### config.mk
export PLATFORM = sky130hd
export DESIGN_NAME = filter_sweep_controller
export DESIGN_NICKNAME = d
export VERILOG_FILES = /design/src/rtl/opo_package.sv /design/src/rtl/peak_tracker.sv /design/src/rtl/filter_sweep_controller.sv
export SDC_FILE = /design/constraint.sdc
export NUM_CORES = 1
export LEC_CHECK = 0
export BUFFER_PORTS_ARGS = -buffer_cell sky130_fd_sc_hd__buf_4
export CAP_MARGIN = 20
export CORE_MARGIN = 2
export CORE_UTILIZATION = 50
export DETAILED_ROUTE_END_ITERATION = 8
export GPL_ROUTABILITY_DRIVEN = 0
export PLACE_DENSITY = 0.78
export SLEW_MARGIN = 20
export SYNTH_ARGS = -nofsm -noshare
export SYNTH_HDL_FRONTEND = slang
export SYNTH_SLANG_ARGS = --single-unit
export TNS_END_PERCENT = 1
### constraint.sdc
create_clock -name clk -period 8.1 [get_ports clk]
set_clock_uncertainty 0.1 [all_clocks]
set_input_delay 0.81 -clock clk [delete_from_list [all_inputs] [get_ports clk]]
set_output_delay 0.81 -clock clk [all_outputs]
set_load 0.05 [all_outputs]
### src/rtl/opo_package.sv
// Shared types and default widths for the filter sweep controller and the
// blocks that reuse its peak tracker.
package opo_package;

  localparam int WORD_WIDTH_DEF     = 16;
  localparam int PERIOD_WIDTH_DEF   = 32;
  localparam int CYCLE_WIDTH_DEF    = 32;
  localparam int DUT_RST_CYCLES_DEF = 16;

  typedef enum logic [15:0] {
    IDLE    = 16'd0,
    DUT_RST = 16'd1,
    SETTLE  = 16'd2,
    MEASURE = 16'd3,
    REPORT  = 16'd4,
    FINISH  = 16'd5
  } state_e;

endpackage

### src/rtl/peak_tracker.sv
// Signed running min/max over a window.
//   clear_i  : restart the window (max -> most negative, min -> most positive)
//   valid_i  : sample_i qualifier
//   max_o/min_o : extremes seen since the last clear
//   seen_o   : at least one valid sample since the last clear
module peak_tracker #(
  parameter int word_width = 16
) (
  input  logic                  clk,
  input  logic                  rst,
  input  logic                  clear_i,
  input  logic                  valid_i,
  input  logic [word_width-1:0] sample_i,
  output logic [word_width-1:0] max_o,
  output logic [word_width-1:0] min_o,
  output logic                  seen_o
);

  localparam logic [word_width-1:0] MOST_NEG = {1'b1, {(word_width-1){1'b0}}};
  localparam logic [word_width-1:0] MOST_POS = {1'b0, {(word_width-1){1'b1}}};

  logic [word_width-1:0] max_q, min_q;
  logic                  seen_q;

  always_ff @(posedge clk or negedge rst) begin
    if (!rst) begin
      max_q  <= MOST_NEG;
      min_q  <= MOST_POS;
      seen_q <= 1'b0;
    end else if (clear_i) begin
      max_q  <= MOST_NEG;
      min_q  <= MOST_POS;
      seen_q <= 1'b0;
    end else if (valid_i) begin
      if ($signed(sample_i) > $signed(max_q)) max_q <= sample_i;
      if ($signed(sample_i) < $signed(min_q)) min_q <= sample_i;
      seen_q <= 1'b1;
    end
  end

  assign max_o  = max_q;
  assign min_o  = min_q;
  assign seen_o = seen_q;

endmodule

### src/rtl/filter_sweep_controller.sv
// Steps the sine_gen period from period_start to period_stop. For each point:
// hold the filter chain in reset, let it settle, track the output peak-to-peak
// over a window, then offer one result record on a valid/ready handshake.
//   start/abort       : sweep control pulses
//   period_*          : sweep range and step (latched on start)
//   settle/measure    : per-point timing (latched on start)
//   sample_in/valid   : filter output under test
//   period_out/dut_rst: drive sine_gen and the filter chain
//   res_*             : result record, res_valid/res_ready handshake
//   busy/done         : sweep status
module filter_sweep_controller
  import opo_package::*;
#(
  parameter int word_width     = WORD_WIDTH_DEF,
  parameter int period_width   = PERIOD_WIDTH_DEF,
  parameter int cycle_width    = CYCLE_WIDTH_DEF,
  parameter int dut_rst_cycles = DUT_RST_CYCLES_DEF
) (
  input  logic                    clk,
  input  logic                    rst,
  input  logic                    start,
  input  logic                    abort,
  input  logic [period_width-1:0] period_start,
  input  logic [period_width-1:0] period_step,
  input  logic [period_width-1:0] period_stop,
  input  logic [cycle_width-1:0]  settle_cycles,
  input  logic [cycle_width-1:0]  measure_cycles,
  input  logic [word_width-1:0]   sample_in,
  input  logic                    sample_valid,
  output logic [period_width-1:0] period_out,
  output logic                    dut_rst,
  output logic [period_width-1:0] res_period,
  output logic [word_width-1:0]   res_max,
  output logic [word_width-1:0]   res_min,
  output logic [word_width:0]     res_p2p,
  output logic                    res_valid,
  input  logic                    res_ready,
  output logic                    busy,
  output logic                    done
);

  localparam logic [cycle_width-1:0]  RST_LAST = cycle_width'(dut_rst_cycles - 1);
  localparam logic [cycle_width-1:0]  ONE_C    = cycle_width'(1);
  localparam logic [period_width-1:0] ONE_P    = period_width'(1);

  state_e                  state_q, state_d;
  logic [cycle_width-1:0]  cnt_q, cnt_d, settle_q, settle_d, meas_q, meas_d;
  logic [period_width-1:0] period_q, period_d, step_q, step_d, stop_q, stop_d;
  logic [period_width-1:0] res_period_q, res_period_d;
  logic [word_width-1:0]   res_max_q, res_max_d, res_min_q, res_min_d;
  logic [word_width:0]     res_p2p_q, res_p2p_d;
  logic                    res_valid_q, res_valid_d;

  logic [period_width-1:0] step_eff;
  logic [cycle_width-1:0]  meas_eff;
  logic [period_width:0]   next_sum;
  logic [word_width-1:0]   trk_max, trk_min;
  logic                    trk_seen;

  assign step_eff = (step_q == '0) ? ONE_P : step_q;
  assign meas_eff = (meas_q == '0) ? ONE_C : meas_q;
  // One extra bit so a wrap past the top of the period range ends the sweep.
  assign next_sum = {1'b0, period_q} + {1'b0, step_eff};

  // The window is re-armed while the filter is held/settling, so MEASURE
  // always starts from a clean tracker.
  peak_tracker #(.word_width(word_width)) u_peak (
    .clk      (clk),
    .rst      (rst),
    .clear_i  ((state_q == DUT_RST) || (state_q == SETTLE)),
    .valid_i  (sample_valid && (state_q == MEASURE)),
    .sample_i (sample_in),
    .max_o    (trk_max),
    .min_o    (trk_min),
    .seen_o   (trk_seen)
  );

  always_comb begin
    state_d      = state_q;
    cnt_d        = cnt_q;
    settle_d     = settle_q;
    meas_d       = meas_q;
    period_d     = period_q;
    step_d       = step_q;
    stop_d       = stop_q;
    res_period_d = res_period_q;
    res_max_d    = res_max_q;
    res_min_d    = res_min_q;
    res_p2p_d    = res_p2p_q;
    res_valid_d  = res_valid_q;

    case (state_q)
      IDLE: begin
        if (start) begin
          period_d = period_start;
          step_d   = period_step;
          stop_d   = period_stop;
          settle_d = settle_cycles;
          meas_d   = measure_cycles;
          cnt_d    = '0;
          state_d  = DUT_RST;
        end
      end
      DUT_RST: begin
        cnt_d = cnt_q + ONE_C;
        if (cnt_q == RST_LAST) begin
          cnt_d   = '0;
          state_d = (settle_q == '0) ? MEASURE : SETTLE;
        end
      end
      SETTLE: begin
        cnt_d = cnt_q + ONE_C;
        if (cnt_q == settle_q - ONE_C) begin
          cnt_d   = '0;
          state_d = MEASURE;
        end
      end
      MEASURE: begin
        cnt_d = cnt_q + ONE_C;
        if (cnt_q == meas_eff - ONE_C) begin
          cnt_d   = '0;
          state_d = REPORT;
        end
      end
      REPORT: begin
        // First REPORT cycle captures the window; valid rises after it.
        if (!res_valid_q) begin
          res_period_d = period_q;
          res_valid_d  = 1'b1;
          if (trk_seen) begin
            res_max_d = trk_max;
            res_min_d = trk_min;
            res_p2p_d = {trk_max[word_width-1], trk_max} - {trk_min[word_width-1], trk_min};
          end else begin
            res_max_d = '0;
            res_min_d = '0;
            res_p2p_d = '0;
          end
        end else if (res_ready) begin
          res_valid_d = 1'b0;
          cnt_d       = '0;
          if (next_sum[period_width] || (next_sum[period_width-1:0] > stop_q)) begin
            state_d = FINISH;
          end else begin
            period_d = next_sum[period_width-1:0];
            state_d  = DUT_RST;
          end
        end
      end
      FINISH:  state_d = IDLE;
      default: state_d = IDLE;
    endcase

    // Abort overrides everything, including a handshake in the same cycle.
    if (abort && (state_q != IDLE) && (state_q != FINISH)) begin
      state_d     = FINISH;
      res_valid_d = 1'b0;
      period_d    = period_q;
      cnt_d       = '0;
    end
  end

  always_ff @(posedge clk or negedge rst) begin
    if (!rst) begin
      state_q      <= IDLE;
      cnt_q        <= '0;
      settle_q     <= '0;
      meas_q       <= '0;
      period_q     <= '0;
      step_q       <= '0;
      stop_q       <= '0;
      res_period_q <= '0;
      res_max_q    <= '0;
      res_min_q    <= '0;
      res_p2p_q    <= '0;
      res_valid_q  <= 1'b0;
    end else begin
      state_q      <= state_d;
      cnt_q        <= cnt_d;
      settle_q     <= settle_d;
      meas_q       <= meas_d;
      period_q     <= period_d;
      step_q       <= step_d;
      stop_q       <= stop_d;
      res_period_q <= res_period_d;
      res_max_q    <= res_max_d;
      res_min_q    <= res_min_d;
      res_p2p_q    <= res_p2p_d;
      res_valid_q  <= res_valid_d;
    end
  end

  assign period_out = period_q;
  assign dut_rst    = (state_q == SETTLE) || (state_q == MEASURE) || (state_q == REPORT);
  assign res_period = res_period_q;
  assign res_max    = res_max_q;
  assign res_min    = res_min_q;
  assign res_p2p    = res_p2p_q;
  // Abort withdraws a pending result in the same cycle.
  assign res_valid  = res_valid_q & ~abort;
  assign busy       = (state_q != IDLE);
  assign done       = (state_q == FINISH);

endmodule
==> results of run 1 <==
state kept, by name, indices dropped and copies added, names as in the netlist, 17 cells and up:
| signal | cells |
|---|---|
| stop_q | 32 |
| period_out | 32 |
| settle_q | 32 |
| cnt_q | 32 |
| step_q | 32 |
| res_period | 32 |
| res_p2p | 17 |
| meas_q | 32 |
power groups by stage:
stage | logic [mW] | clock network [mW] | registers, mW
after floorplan | 3.76 | 0 | 3.28
final | 6.00 | 1.64 | 2.82
after CTS | 5.90 | 1.66 | 2.81
after detailed placement | 5.85 | 0 | 2.83
after global placement | 5.67 | 0 | 2.78
after global routing | 6.54 | 1.73 | 2.90
cell usage in the layout, fill, tap and decap left out, types with 41 or more instances in the layout:
| master | Yosys | routed |
|---|---|---|
| a21oi_1 | 85 | 85 |
| a31oi_1 | 52 | 52 |
| buf_4 | 2 | 306 |
| dfrtp_1 | 294 | 294 |
| ha_1 | 114 | 114 |
| inv_1 | 111 | 111 |
| mux2_2 | 103 | 103 |
| nand2_1 | 357 | 357 |
| nand3_1 | 55 | 55 |
| nor2_1 | 113 | 111 |
| nor3_1 | 41 | 41 |
| o21ai_0 | 128 | 128 |
| xnor2_1 | 78 | 78 |
| xor2_1 | 42 | 42 |
metal layers:
layer | wire [um] | vias to the layer above | share of wire [%] | track usage, %
met2 | 25700 | 753 | 47 | 44.8
met4 | 2480 | 0 | 4.5 | 13.0
met5 | 0 | - | 0 | 0
met3 | 4100 | 151 | 7.4 | 4.45
met1 | 23000 | 8160 | 42 | 35.4
li1 | - | 7918 | - | -
path summary, 6_finish.rpt:
path	slack (ns)	endpoint	cells past startpoint
worst max-delay path	1.16	period_out[18]	24
worst min-delay path	0.14	res_min[1]	1
worst max register to register	1.16	period_out[18]	24
worst min register to register	0.37	res_period[25]	2
max in group asynchronous	6.27	stop_q[22]	2
min in group clk	0.35	stop_q[5]	3
cell families (layout without fill, tap and decap cells):
group	after synthesis	in the layout	share of synthesized area (%)
buf+inv	261	490	5.26
other cells	0	6	0
compound gates	439	439	14.5
xor+xnor	120	120	5.48
mux	140	140	7.98
fa+ha+maj	116	116	7.64
flops	310	310	40.5
simple gates	753	753	18.6
cell type report:
cell class | instances | area [um^2]
Fill cell | 3151 | 14900
Antenna cell | 6 | 15.0
Sequential cell | 310 | 7780
Timing Repair Buffer | 312 | 2420
Clock buffer | 45 | 986
Tap cell | 511 | 639
Inverter | 111 | 417
Clock inverter | 22 | 191
Multi-Input combinational cell | 1568 | 10400
critical path: stages (launching register included):
cell       delay [ns]
dfrtp_1          0.40
nor4_1           0.42
nand4_1          0.25
o21bai_1         0.21
ha_1             0.23
a211oi_1         0.08
o21ai_0          0.44
o221ai_1         0.25
a21o_1           0.25
o21a_1           0.23
nor4b_1          0.63
or3b_2           0.24
a221oi_1         0.09
xnor2_1          0.18
ha_1             0.31
nand2_1          0.07
or3_1            0.35
nor2_1           0.22
nand4_1          0.11
or3_1            0.32
nand3_1          0.09
o41ai_1          0.13
a2111oi_2        0.23
buf_4            0.57
mux2_2           0.41
==> summary.md, run 1 <==
| Metric | Value |
|---|---|
| # IOs | 299 |
| TritonCTS clock tree | yes |
| Yosys warns | 0 |
| Critical Path End Type | register |
| R2R Path Start | step_q[26] |
| WP data required | 8.44 ns |
| Yosys top cell area share | 38.3% |
| Initial drt markers | 1097 |
| Internal power | 5.39 mW |
| Setup violations, final | 0 |
| Crit path launch | step_q[26] |
| Clock root buffer | clkbuf_16 |
| Core ar. | 37800 um^2 |
| Slew Limit Fails | 0 |
| Wire per inst | 19.2 um |
| Crit start category | register |
| Setup bufs post-CTS | 0 |
| Global-route wire length before repair | 86.3 mm |
| Sw frac | 48.5% |
| Synthesized area per cell | 8.97 um^2 |
| Placed cell count | 2809 |
| Final WS setup | 1.16 ns |
| Nets | 2638 |
| Final min period | 6.94 ns |
| Commonest cells in the netlist | nand2_1 (357), dfrtp_1 (294), clkbuf_1 (134), o21ai_0 (128), ha_1 (114) |
| Initial antenna violation count | 5 |
| Setup_tns | 0 ns |
| Non-Filler Instances | 2885 |
| Layout Area Growth over Synthesis | 19.3% |
| Grt ovf | 0 |
| Unrepaired setup endpoints after global routing | false |
| Ranking of synthesized cells by area | dfrtp_1 (38%), ha_1 (7.4%), nand2_1 (7.0%), mux2_2 (6.0%), xnor2_1 (3.6%) |
| Largest net degree at the start of global routing | 121 |
| Max Cap Viol | 0 |
| Final wirelength | 55.3 mm |
| Clock slew at reported path FFs | 0.06 ns |
| Post-DP Area | 21600 um^2 |
| Die X | 200 um |
| Placement Setup Slack | 1.32 ns |
| Ys flop type | dfrtp_1 |
| Vias per cell | 5.89 |
| Finished Core Util | 60.6% |
| Die area | 40000 um^2 |
| PwrDens | 457 nW/um^2 |
| Seq/Total Area, Yosys | 40.5% |
| Ys async rst share | 100% |
| Final hold vios | 0 |
| Sequential power share | 27.0% |
| Row cnt | 71 |
| H-tree depth | 2 |
| CTS sink cnt | 310 |
| Status | completed |
| DP HPWL | 41.0 mm |
| Combinational share of power | 57.3% |
| Hold crit path type | in -> async |
| CTS Hold Bufs | 0 |
| Worst Setup Path Type | reg -> reg |
| Final Power | 10.5 mW |
| Initial Util | 50.8% |
| Yosys top cell by area | dfrtp_1 |
| Flop and latch count out of synthesis | 310 |
| Post-synth net total | 2437 |
| Leakage | 10.5 nW |
| Total CTS buffers | 37 |
| Cells after synthesis | 2139 |
| Vias | 17000 |
| Synthesized cell area | 19200 um^2 |
| Worst hold slack | 0.138 ns |
| VDD IR max | 0.000226 V |
| Period Utilization, post-route | 85.6% |
| Clk Latency, worst-skew pair | 0.56 ns |
| Post-CTS Resized | 0 |
| CTS Buffer Depth | 3 |
| Die Span Y | 200 um |
| Crit path arrival time | 7.28 ns |
| Drt drc | 0 |
| Final instance area | 22900 um^2 |
| Number of buffers added on ports | 298 |
| Fmax | 144 MHz |
| Crit path max fanout | 57 |
| Yosys cell types | 81 |
| Clock share of power | 15.7% |
| GR Util All Layers | 27.3% |
| Fraction of layout cells with a size suffix above 1 | 21.9% |
| Rel. slew slack | 28.0% |
| Most frequent cell after synthesis | nand2_1 |
| TritonRoute pass-1 iters | 6 |
| Post-route ant nets | 0 |
| Tightest Pin Transition | 1.08 ns |
| Vias in the first global route | 16300 |
| Psw | 5.08 mW |
| EDFF count, synth | 0 |
Note: power is estimated with default switching activity, not from simulation.
==> inputs of run 2 (changes only) <==
--- a/config.mk
+++ b/config.mk
@@ -7,12 +7,12 @@
 export LEC_CHECK = 0
 export BUFFER_PORTS_ARGS = -buffer_cell sky130_fd_sc_hd__buf_4
 export CAP_MARGIN = 20
-export CORE_MARGIN = 2
-export CORE_UTILIZATION = 50
+export CORE_MARGIN = 10
+export CORE_UTILIZATION = 53
 export DETAILED_ROUTE_END_ITERATION = 8
 export GPL_ROUTABILITY_DRIVEN = 0
-export PLACE_DENSITY = 0.78
-export SLEW_MARGIN = 20
+export PLACE_DENSITY = 0.81
+export SLEW_MARGIN = 25
 export SYNTH_ARGS = -nofsm -noshare
 export SYNTH_HDL_FRONTEND = slang
 export SYNTH_SLANG_ARGS = --single-unit
==> run 2 against run 1 <==
  * Via count increased by 0.21%
  * Die area rose by 11%
  * Register-to-register slack barely moved
  * Critical endpoint is now period_out[27]
  * Highest routed layer is now met5
==> summary.md, run 2 (synthesized netlist as in run 1, its figures left out) <==
| Metric | Value |
|---|---|
| H-tree depth | 2 |
| Post-route ant nets | 0 |
| Layout Area Growth over Synthesis | 18.9% |
| Final wirelength | 56.9 mm |
| Final Power | 10.5 mW |
| Die Span Y | 210 um |
| DP HPWL | 42.7 mm |
| Number of buffers added on ports | 298 |
| Unrepaired setup endpoints after global routing | false |
| # IOs | 299 |
| Max incr delay on CP | 0.62 ns |
| Core ar. | 35700 um^2 |
| Die X | 210 um |
| Setup violations, final | 0 |
| VDD IR max | 0.000232 V |
| Rel. slew slack | 28.9% |
| Critical Path End Type | register |
| FILL cells | 2866 |
| Initial drt markers | 1424 |
| Post-CTS Resized | 0 |
| Setup bufs post-CTS | 0 |
| Hold crit path type | in -> async |
| Final min period | 6.93 ns |
| Grt ovf | 0 |
| Crit path max fanout | 57 |
| Placed cell count | 2760 |
| Internal power | 5.45 mW |
| Commonest non-fill, non-tap cell in the layout | nand2_1 |
| Row cnt | 69 |
| Worst hold slack | 0.209 ns |
| Wire per inst | 20.1 um |
| Clk Latency, worst-skew pair | 0.55 ns |
| Crit path arrival time | 7.27 ns |
| CTS sink cnt | 310 |
| Drt drc | 0 |
| Leakage | 10.5 nW |
| Worst Setup Path Type | reg -> reg |
| DR WL met3 | 4.86 mm |
| Initial antenna violation count | 2 |
| Most frequent cells in the layout | nand2_1 (356), buf_4 (308), dfrtp_1 (294) |
| Final hold vios | 0 |
| Vias in the first global route | 16700 |
| Tightest Pin Transition | 1.06 ns |
| CP max-delay cell | nor4b_1 |
| Global-route wire length before repair | 90.0 mm |
| Non-Filler Instances | 2828 |
| WP data required | 8.44 ns |
| Reg2Reg Setup Slack | 1.17 ns |
| Slew Limit Fails | 0 |
| Multi-input gate area | 10500 um^2 |
| Total CTS buffers | 37 |
| CTS Buffer Depth | 3 |
| Sequential power share | 26.9% |
| Clock slew at reported path FFs | 0.06 ns |
| PwrDens | 459 nW/um^2 |
| Status | completed |
| Period Utilization, post-route | 85.6% |
| Met2 WL | 27.3 mm |
| Initial Util | 53.8% |
| DR top layer | met5 |
| Largest net degree at the start of global routing | 105 |
| Die area | 44200 um^2 |
| Clock share of power | 16.1% |
| Combinational share of power | 56.9% |
| Fraction of layout cells with a size suffix above 1 | 21.8% |
| WP buf/inv | 1 |
| Final WS setup | 1.17 ns |
| CTS Hold Bufs | 0 |
| Fmax | 144 MHz |
| Sw frac | 48.0% |
| Metal-1 WL | 22.9 mm |
| Storage cell area | 7780 um^2 |
| Placement Setup Slack | 1.33 ns |
| Vias per cell | 6.02 |
| Max Cap Viol | 0 |
| Vias | 17000 |
| Setup_tns | 0 ns |
| GR Util All Layers | 25.0% |
| Psw | 5.03 mW |
| Family with the most delay on the worst path | simple AND/OR/NAND/NOR gates |
| Clock root buffer | clkbuf_16 |
| TritonCTS clock tree | yes |
| TritonRoute pass-1 iters | 6 |
| Nets | 2636 |
| Crit start category | register |
## run 2: cell count changes in the layout (fill, tap and decap cells not counted), moves of 3 or more
cell	change
clkbuf_1	+3
clkbuf_8	+10
clkinv_2	-5
clkinvlp_4	-5
diode_2	-5
## run 2: final cells by class
class | count | area share [%]
clock buffers | 59 | 5.08
well taps | 461 | 2.53
clock inverters | 8 | 0.351
flip-flops and latches | 310 | 34.1
repair buffers | 310 | 10.3
multi-input cells | 1568 | 45.8
inverters | 111 | 1.83
diodes | 1 | 0.0110
## run 2: path summary, 6_finish.rpt
kind	start	end	cells after the start
setup reg to reg	step_q[26]	period_out[27]	25
hold / removal	rst	res_p2p[9]	1
min in group clk	period_stop[7]	stop_q[7]	3
max in group asynchronous	rst	meas_q[10]	2
hold reg to reg	res_period[19]	res_period[19]	2
setup / recovery	step_q[26]	period_out[27]	25
## run 2: stage by stage
step / util, % / instance area (um^2)
finish: 64.0 / 22800
global route: 64.0 / 22800
CTS: 64.0 / 22800
detailed placement: 60.5 / 21600
global placement: 60.4 / 21500
floorplan: - / 19200
## run 2: power by group through the flow
stage                     clock network [mW]  logic [mW]  registers [mW]
after floorplan                            0        3.76            3.28
after global placement                     0        5.67            2.78
after detailed placement                   0        5.86            2.83
after CTS                               1.71        5.91            2.81
after global routing                    1.78        6.53            2.90
final                                   1.69        5.97            2.82
## run 2: routing by layer
layer	global-route usage, %	up-vias
li1	-	7906
met3	5.49	126
met1	31.1	8209
met5	0	-
met2	41.7	775
met4	9.27	2
